==> config.mk <==
export PLATFORM = sky130hd
export DESIGN_NAME = pipe_hazard_ctrl_flat
export DESIGN_NICKNAME = d
export VERILOG_FILES = /design/src/rtl/pipe_hazard_ctrl_if.sv /design/src/rtl/pipe_hazard_ctrl.sv /design/src/flat_wrapper.sv
export SDC_FILE = /design/constraint.sdc
export NUM_CORES = 1
export LEC_CHECK = 0
export CORE_ASPECT_RATIO = 0.8
export CORE_MARGIN = 3
export CORE_UTILIZATION = 25
export CTS_CLUSTER_SIZE = 20
export DETAILED_ROUTE_END_ITERATION = 10
export PLACE_DENSITY_LB_ADDON = 0.15
export RECOVER_POWER = 50
export SKIP_CTS_REPAIR_TIMING = 1
export SKIP_LAST_GASP = 1
export SYNTH_ARGS = -nofsm -noshare
export SYNTH_HDL_FRONTEND = slang
export SYNTH_SLANG_ARGS = --single-unit
==> constraint.sdc <==
create_clock -name clk -period 2.6 [get_ports clk]
set_input_delay 0.26 -clock clk [delete_from_list [all_inputs] [get_ports clk]]
set_output_delay 0.26 -clock clk [all_outputs]
set_load 0.02 [all_outputs]
==> src/rtl/pipe_hazard_ctrl_if.sv <==
// Front-end pipeline control bus: hazard/redirect/fetch status in, stage control and debug out.
interface pipe_hazard_ctrl_if;
    logic        id_valid;
    logic [4:0]  id_rs1;
    logic [4:0]  id_rs2;
    logic        id_uses_rs1;
    logic        id_uses_rs2;
    logic        ex_valid;
    logic        ex_mem_read;
    logic [4:0]  ex_rd;
    logic        ex_redirect;
    logic        imem_busy;
    logic        pc_en;
    logic        ifid_stall;
    logic        ifid_flush;
    logic        idex_bubble;
    logic        fetch_valid;
    logic [1:0]  state;
    logic [31:0] stall_cycles;
    logic        imem_timeout;

    modport master (
        output id_valid, id_rs1, id_rs2, id_uses_rs1, id_uses_rs2,
               ex_valid, ex_mem_read, ex_rd, ex_redirect, imem_busy,
        input  pc_en, ifid_stall, ifid_flush, idex_bubble, fetch_valid,
               state, stall_cycles, imem_timeout
    );

    modport slave (
        input  id_valid, id_rs1, id_rs2, id_uses_rs1, id_uses_rs2,
               ex_valid, ex_mem_read, ex_rd, ex_redirect, imem_busy,
        output pc_en, ifid_stall, ifid_flush, idex_bubble, fetch_valid,
               state, stall_cycles, imem_timeout
    );
endinterface

==> src/rtl/pipe_hazard_ctrl.sv <==
// Pipeline front-end controller: load-use stalls, post-redirect flush and IMEM wait parking,
// with a saturating stall counter and sticky fetch-timeout flag.
module pipe_hazard_ctrl #(
    parameter int unsigned FLUSH_CYCLES = 2,
    parameter int unsigned WAIT_TIMEOUT = 255
) (
    input logic                clk,
    input logic                reset,
    pipe_hazard_ctrl_if.slave  bus
);
    localparam int unsigned FLUSH_W = 4;
    localparam int unsigned WAIT_W  = 16;
    localparam int unsigned STALL_W = 32;

    typedef enum logic [1:0] {
        RUN       = 2'd0,
        FLUSH     = 2'd1,
        IMEM_WAIT = 2'd2
    } state_e;

    state_e               state_q, state_d;
    logic [FLUSH_W-1:0]   flush_q, flush_d;
    logic [WAIT_W-1:0]    wait_q, wait_d;
    logic [STALL_W-1:0]   stall_q, stall_d;
    logic                 timeout_q, timeout_d;

    logic load_use;
    logic pc_en_c, ifid_stall_c, ifid_flush_c, idex_bubble_c, fetch_valid_c;
    logic run_ctl;

    assign load_use = bus.id_valid & bus.ex_valid & bus.ex_mem_read & (bus.ex_rd != 5'd0) &
                      ((bus.id_uses_rs1 & (bus.id_rs1 == bus.ex_rd)) |
                       (bus.id_uses_rs2 & (bus.id_rs2 == bus.ex_rd)));

    // Next-state and control decode; priority is redirect, then load-use, then imem_busy.
    always_comb begin
        pc_en_c       = 1'b0;
        ifid_stall_c  = 1'b0;
        ifid_flush_c  = 1'b0;
        idex_bubble_c = 1'b0;
        fetch_valid_c = 1'b0;
        run_ctl       = 1'b0;
        state_d       = state_q;
        flush_d       = flush_q;
        wait_d        = wait_q;
        timeout_d     = timeout_q;

        if (reset) begin
            state_d   = RUN;
            flush_d   = '0;
            wait_d    = '0;
            timeout_d = 1'b0;
        end else if (bus.ex_redirect) begin
            pc_en_c       = 1'b1;
            ifid_flush_c  = 1'b1;
            idex_bubble_c = 1'b1;
            flush_d       = FLUSH_W'(FLUSH_CYCLES - 1);
            state_d       = (FLUSH_CYCLES == 1) ? RUN : FLUSH;
            wait_d        = '0;
        end else begin
            case (state_q)
                FLUSH: begin
                    ifid_flush_c = 1'b1;
                    pc_en_c      = ~bus.imem_busy;
                    if (!bus.imem_busy) begin
                        flush_d = (flush_q == '0) ? '0 : flush_q - FLUSH_W'(1);
                        if (flush_q <= FLUSH_W'(1)) state_d = RUN;
                    end
                end
                IMEM_WAIT: begin
                    if (bus.imem_busy) begin
                        idex_bubble_c = load_use;
                        wait_d        = (wait_q == '1) ? wait_q : wait_q + WAIT_W'(1);
                    end else begin
                        state_d = RUN;
                        wait_d  = '0;
                        run_ctl = 1'b1;
                    end
                end
                default: begin
                    state_d = RUN;
                    run_ctl = 1'b1;
                end
            endcase

            if (run_ctl) begin
                if (load_use) begin
                    ifid_stall_c  = 1'b1;
                    idex_bubble_c = 1'b1;
                end else if (bus.imem_busy) begin
                    state_d = IMEM_WAIT;
                    wait_d  = WAIT_W'(1);
                end else begin
                    pc_en_c       = 1'b1;
                    fetch_valid_c = 1'b1;
                end
            end

            // Timeout is judged on the count held during the wait cycle itself.
            if (state_q == IMEM_WAIT && 32'(wait_q) >= WAIT_TIMEOUT) timeout_d = 1'b1;
        end

        if (reset)
            stall_d = '0;
        else if (!pc_en_c && stall_q != '1)
            stall_d = stall_q + STALL_W'(1);
        else
            stall_d = stall_q;
    end

    always_ff @(posedge clk) begin
        if (reset) begin
            state_q   <= RUN;
            flush_q   <= '0;
            wait_q    <= '0;
            stall_q   <= '0;
            timeout_q <= 1'b0;
        end else begin
            state_q   <= state_d;
            flush_q   <= flush_d;
            wait_q    <= wait_d;
            stall_q   <= stall_d;
            timeout_q <= timeout_d;
        end
    end

    assign bus.pc_en        = pc_en_c;
    assign bus.ifid_stall   = ifid_stall_c;
    assign bus.ifid_flush   = ifid_flush_c;
    assign bus.idex_bubble  = idex_bubble_c;
    assign bus.fetch_valid  = fetch_valid_c;
    assign bus.state        = state_q;
    assign bus.stall_cycles = stall_q;
    assign bus.imem_timeout = timeout_q;
endmodule

==> src/flat_wrapper.sv <==
// flat-port wrapper written by rule: the top's interface ports become plain ports
module pipe_hazard_ctrl_flat 
#(
    parameter int unsigned FLUSH_CYCLES = 2,
    parameter int unsigned WAIT_TIMEOUT = 255
)
  (clk, reset, bus_id_valid, bus_id_rs1, bus_id_rs2, bus_id_uses_rs1, bus_id_uses_rs2, bus_ex_valid, bus_ex_mem_read, bus_ex_rd, bus_ex_redirect, bus_imem_busy, bus_pc_en, bus_ifid_stall, bus_ifid_flush, bus_idex_bubble, bus_fetch_valid, bus_state, bus_stall_cycles, bus_imem_timeout);
  pipe_hazard_ctrl_if bus_i ();
  input logic clk;
  input logic reset;
  input wire logic [$bits(bus_i.id_valid)-1:0] bus_id_valid;
  input wire logic [$bits(bus_i.id_rs1)-1:0] bus_id_rs1;
  input wire logic [$bits(bus_i.id_rs2)-1:0] bus_id_rs2;
  input wire logic [$bits(bus_i.id_uses_rs1)-1:0] bus_id_uses_rs1;
  input wire logic [$bits(bus_i.id_uses_rs2)-1:0] bus_id_uses_rs2;
  input wire logic [$bits(bus_i.ex_valid)-1:0] bus_ex_valid;
  input wire logic [$bits(bus_i.ex_mem_read)-1:0] bus_ex_mem_read;
  input wire logic [$bits(bus_i.ex_rd)-1:0] bus_ex_rd;
  input wire logic [$bits(bus_i.ex_redirect)-1:0] bus_ex_redirect;
  input wire logic [$bits(bus_i.imem_busy)-1:0] bus_imem_busy;
  output wire logic [$bits(bus_i.pc_en)-1:0] bus_pc_en;
  output wire logic [$bits(bus_i.ifid_stall)-1:0] bus_ifid_stall;
  output wire logic [$bits(bus_i.ifid_flush)-1:0] bus_ifid_flush;
  output wire logic [$bits(bus_i.idex_bubble)-1:0] bus_idex_bubble;
  output wire logic [$bits(bus_i.fetch_valid)-1:0] bus_fetch_valid;
  output wire logic [$bits(bus_i.state)-1:0] bus_state;
  output wire logic [$bits(bus_i.stall_cycles)-1:0] bus_stall_cycles;
  output wire logic [$bits(bus_i.imem_timeout)-1:0] bus_imem_timeout;
  assign bus_i.id_valid = bus_id_valid;
  assign bus_i.id_rs1 = bus_id_rs1;
  assign bus_i.id_rs2 = bus_id_rs2;
  assign bus_i.id_uses_rs1 = bus_id_uses_rs1;
  assign bus_i.id_uses_rs2 = bus_id_uses_rs2;
  assign bus_i.ex_valid = bus_ex_valid;
  assign bus_i.ex_mem_read = bus_ex_mem_read;
  assign bus_i.ex_rd = bus_ex_rd;
  assign bus_i.ex_redirect = bus_ex_redirect;
  assign bus_i.imem_busy = bus_imem_busy;
  assign bus_pc_en = bus_i.pc_en;
  assign bus_ifid_stall = bus_i.ifid_stall;
  assign bus_ifid_flush = bus_i.ifid_flush;
  assign bus_idex_bubble = bus_i.idex_bubble;
  assign bus_fetch_valid = bus_i.fetch_valid;
  assign bus_state = bus_i.state;
  assign bus_stall_cycles = bus_i.stall_cycles;
  assign bus_imem_timeout = bus_i.imem_timeout;
  pipe_hazard_ctrl #(.FLUSH_CYCLES(FLUSH_CYCLES), .WAIT_TIMEOUT(WAIT_TIMEOUT)) u_core (.clk(clk), .reset(reset), .bus(bus_i));
endmodule
==> out/qor.yml <==
detailed_routing:
  first_pass_iters: 4
  drc: 0
  totalWireLength_um: 8910
  post_drt_wl_per_cell_um: 13.9
  drt_iter0_drc: 123
  drtAntennaViolNets: 0
  routed_via_density: 5.08
  vias: 3260
yosys:
  async_flop_share_pct: 0
  synth_nets: 434
  synth-seq-cells: 55
  ys_types: 57
  avgSynthCellArea_sq_um: 7.90
  yosysSeqAreaShare_pct: 34.3
  synthCells: 406
  synth_edf_count: 0
  syn-cell-area_sq_um: 3210
  yosys_warnings: 0
  yosys_most_used_dff: "dfxtp_1"
  yosysTopAreaCell: "dfxtp_1"
  synth_area_leaders: "dfxtp_1, a21oi_1, nand4_1"
  synth_top_area_share_pct: 34.3
setup_path:
  crit_required_ns: 2.79
  crit_path_end_kind: "flip-flop"
  critPathMaxFanout: 51
  start_kind: "input pin"
  worst_ep_arrival_time_ns: 2.62
  rrSetupSlack_ns: 0.25
  crit_type: "input pin to flip-flop"
timing:
  whs_ns: 0.471
  layout_setup_ws_ns: 0.176
  maxSlewViolCount: 0
  max_freq_mhz: 413
  min_period_over_period_pct: 93.2
  worstMarginPinSlew_ns: 0.515
  tns_ns: 0
  skew_ns: 0.00632
  slew_headroom_pct: 65.7
  post-route-min-period_ns: 2.42
  hold_viol: 0
  setup_viol: 0
  rsz0062_at_grt: "false"
floorplanning:
  core_area_sq_um: 12300
  dieArea_sq_um: 14200
  dieHeight_um: 107
  pin_count: 64
  std_cell_rows: 36
  dieWidth_um: 133
  start_util_pct: 26.0
grt:
  grt_use_met3_pct: 3.13
  grt_pass1_wl_um: 15200
  use_met2_pct: 20.0
  antenna_found_initial: 0
  busiest_layer: "met2"
  gr-usage-met1_pct: 17.9
  overflow: 0
  grt_max_degree: 52
  grt_pass1_vias: 3037
  gr-usage-all-layers_pct: 12.8
cells_and_area:
  area_growth_pct: 31.8
  fill_cells: 1314
  multi_input_area_sq_um: 1990
  seq_area_sq_um: 1100
  final_util_pct: 34.2
  drive_gt1_share_pct: 8.92
  nets: 498
  diodes: 0
clocking:
  clockBufferDepth: 2
  cts_tree: "yes"
  cts_max_level: 2
  root_buffer: "clkbuf_16"
  clk_pin_slew_worst_paths_ns: 0.08
  clk_latency_ns: 0.30
  cts.sinks: 55
  cts_buffers: 5
min_path:
  hold_class: "flip-flop to flip-flop"
pwr:
  p_per_area_nw_per_um2: 409
  p_int_mw: 1.29
  p_sw_share_pct: 25.2
  combPwrFrac_pct: 10.1
  p_leak_nw: 1.51
  power.total_mw: 1.73
  netSwitchingPower_mw: 0.435
  power_frac_seq_pct: 49.5
  clock_power_share_pct: 40.4
  ir_drop_mv: 0.255
run:
  cap_violations: 0
place:
  pre_cts_slack_ns: -0.0214
  gp_congestion: 0.782
  port_buffers: 63
  dp_hpwl_um: 6670
run_status:
  status: "finished clean"
[through the flow]
stage,cells,instance area [sq um]
2_1_floorplan,406,3210
3_3_place_gp,634,4100
3_5_place_dp,634,4100
4_1_cts,642,4250
5_1_grt,642,4230
6_report,642,4230
[cells in the mapped netlist, types with 11 or more instances]
master and n:
a21oi_1 44, and3_1 11, dfxtp_1 55, nand2_1 32, nand3_1 17, nand4_1 20
nor2_1 29, nor3_1 16, o21ai_0 21, o31ai_1 12, or3_1 15, or4_1 13
[critical path: stages]
cell,delay [ns]
clkdlybuf4s50_1,0.53
xnor2_1,0.14
nand4_1,0.12
o22ai_2,0.19
buf_4,0.14
a311oi_4,0.08
clkbuf_4,0.36
nor4_1,0.40
mux2_2,0.37
[power groups by stage]
stage	Combinational [mW]	Clock (mW)	Sequential, mW
after global routing	0.193	0.757	0.857
after floorplan	0.0865	0	0.879
after global placement	0.180	0	0.875
final	0.174	0.698	0.855
after CTS	0.182	0.724	0.855
after detailed placement	0.182	0	0.875
[per-layer routing]
metal	part of all wire (%)	up-vias	wire, um
met1	50	1530	4490
met3	5.2	10	461
li1	-	1659	-
met4	1.2	0	108
met2	43	61	3850
met5	0	-	0
[layout make-up]
| cell class | instances | area share [%] |
|---|---|---|
| Sequential cell | 55 | 26.1 |
| Clock buffer | 5 | 2.96 |
| Tap cell | 171 | 5.06 |
| Timing Repair Buffer | 78 | 17.5 |
| Multi-Input combinational cell | 321 | 47.0 |
| Clock inverter | 3 | 0.592 |
| Inverter | 9 | 0.800 |
[layout by cell type (no fill, tap or decap), types with 3 or more instances in the layout]
master	instances
buf_4	12
nor2b_1	9
ha_1	4
nand2_1	32
dlygate4sd3_1	35
or4_1	13
or3_1	15
a21oi_1	44
clkbuf_16	5
nor4_1	6
o31ai_1	12
inv_1	9
mux2_2	5
or2_2	3
and2_1	4
nand2b_1	3
o21ba_2	4
and3_1	11
nor2_1	29
nor3_1	16
clkdlybuf4s50_1	26
and4_1	3
nand4_1	21
dfxtp_1	55
o21a_1	4
nand3_1	17
xnor2_1	10
o21ai_0	21
[registers in the layout, summed over array words and instances (netlist names)]
register / flops
u_core.bus.state: 2
u_core.flush_q: 4
u_core.bus.imem_timeout: 1
u_core.wait_q: 16
u_core.bus.stall_cycles: 32
[cell families (layout without fill, tap and decap cells)]
kind of cell	count (synthesis)	in the layout	share of synthesized area (%)
DFF	55	55	34.3
adders and majority gates	4	4	1.56
AOI/OAI and AO/OA	110	110	22.0
muxes	6	6	2.07
buffers and inverters	30	95	3.86
xor gates and xnor gates	10	10	2.73
and+or+nand+nor	191	191	33.4
[final timing paths]
| kind | from | endpoint | cells after the start |
|---|---|---|---|
| min reg2reg | u_core.flush_q[3] | u_core.flush_q[3] | 1 |
| max | bus_ex_rd[0] | u_core.bus.stall_cycles[19] | 9 |
| max reg2reg | u_core.bus.state[1] | u_core.bus.stall_cycles[19] | 7 |
| min | u_core.flush_q[3] | u_core.flush_q[3] | 1 |
(Power assumes the default switching activity.)
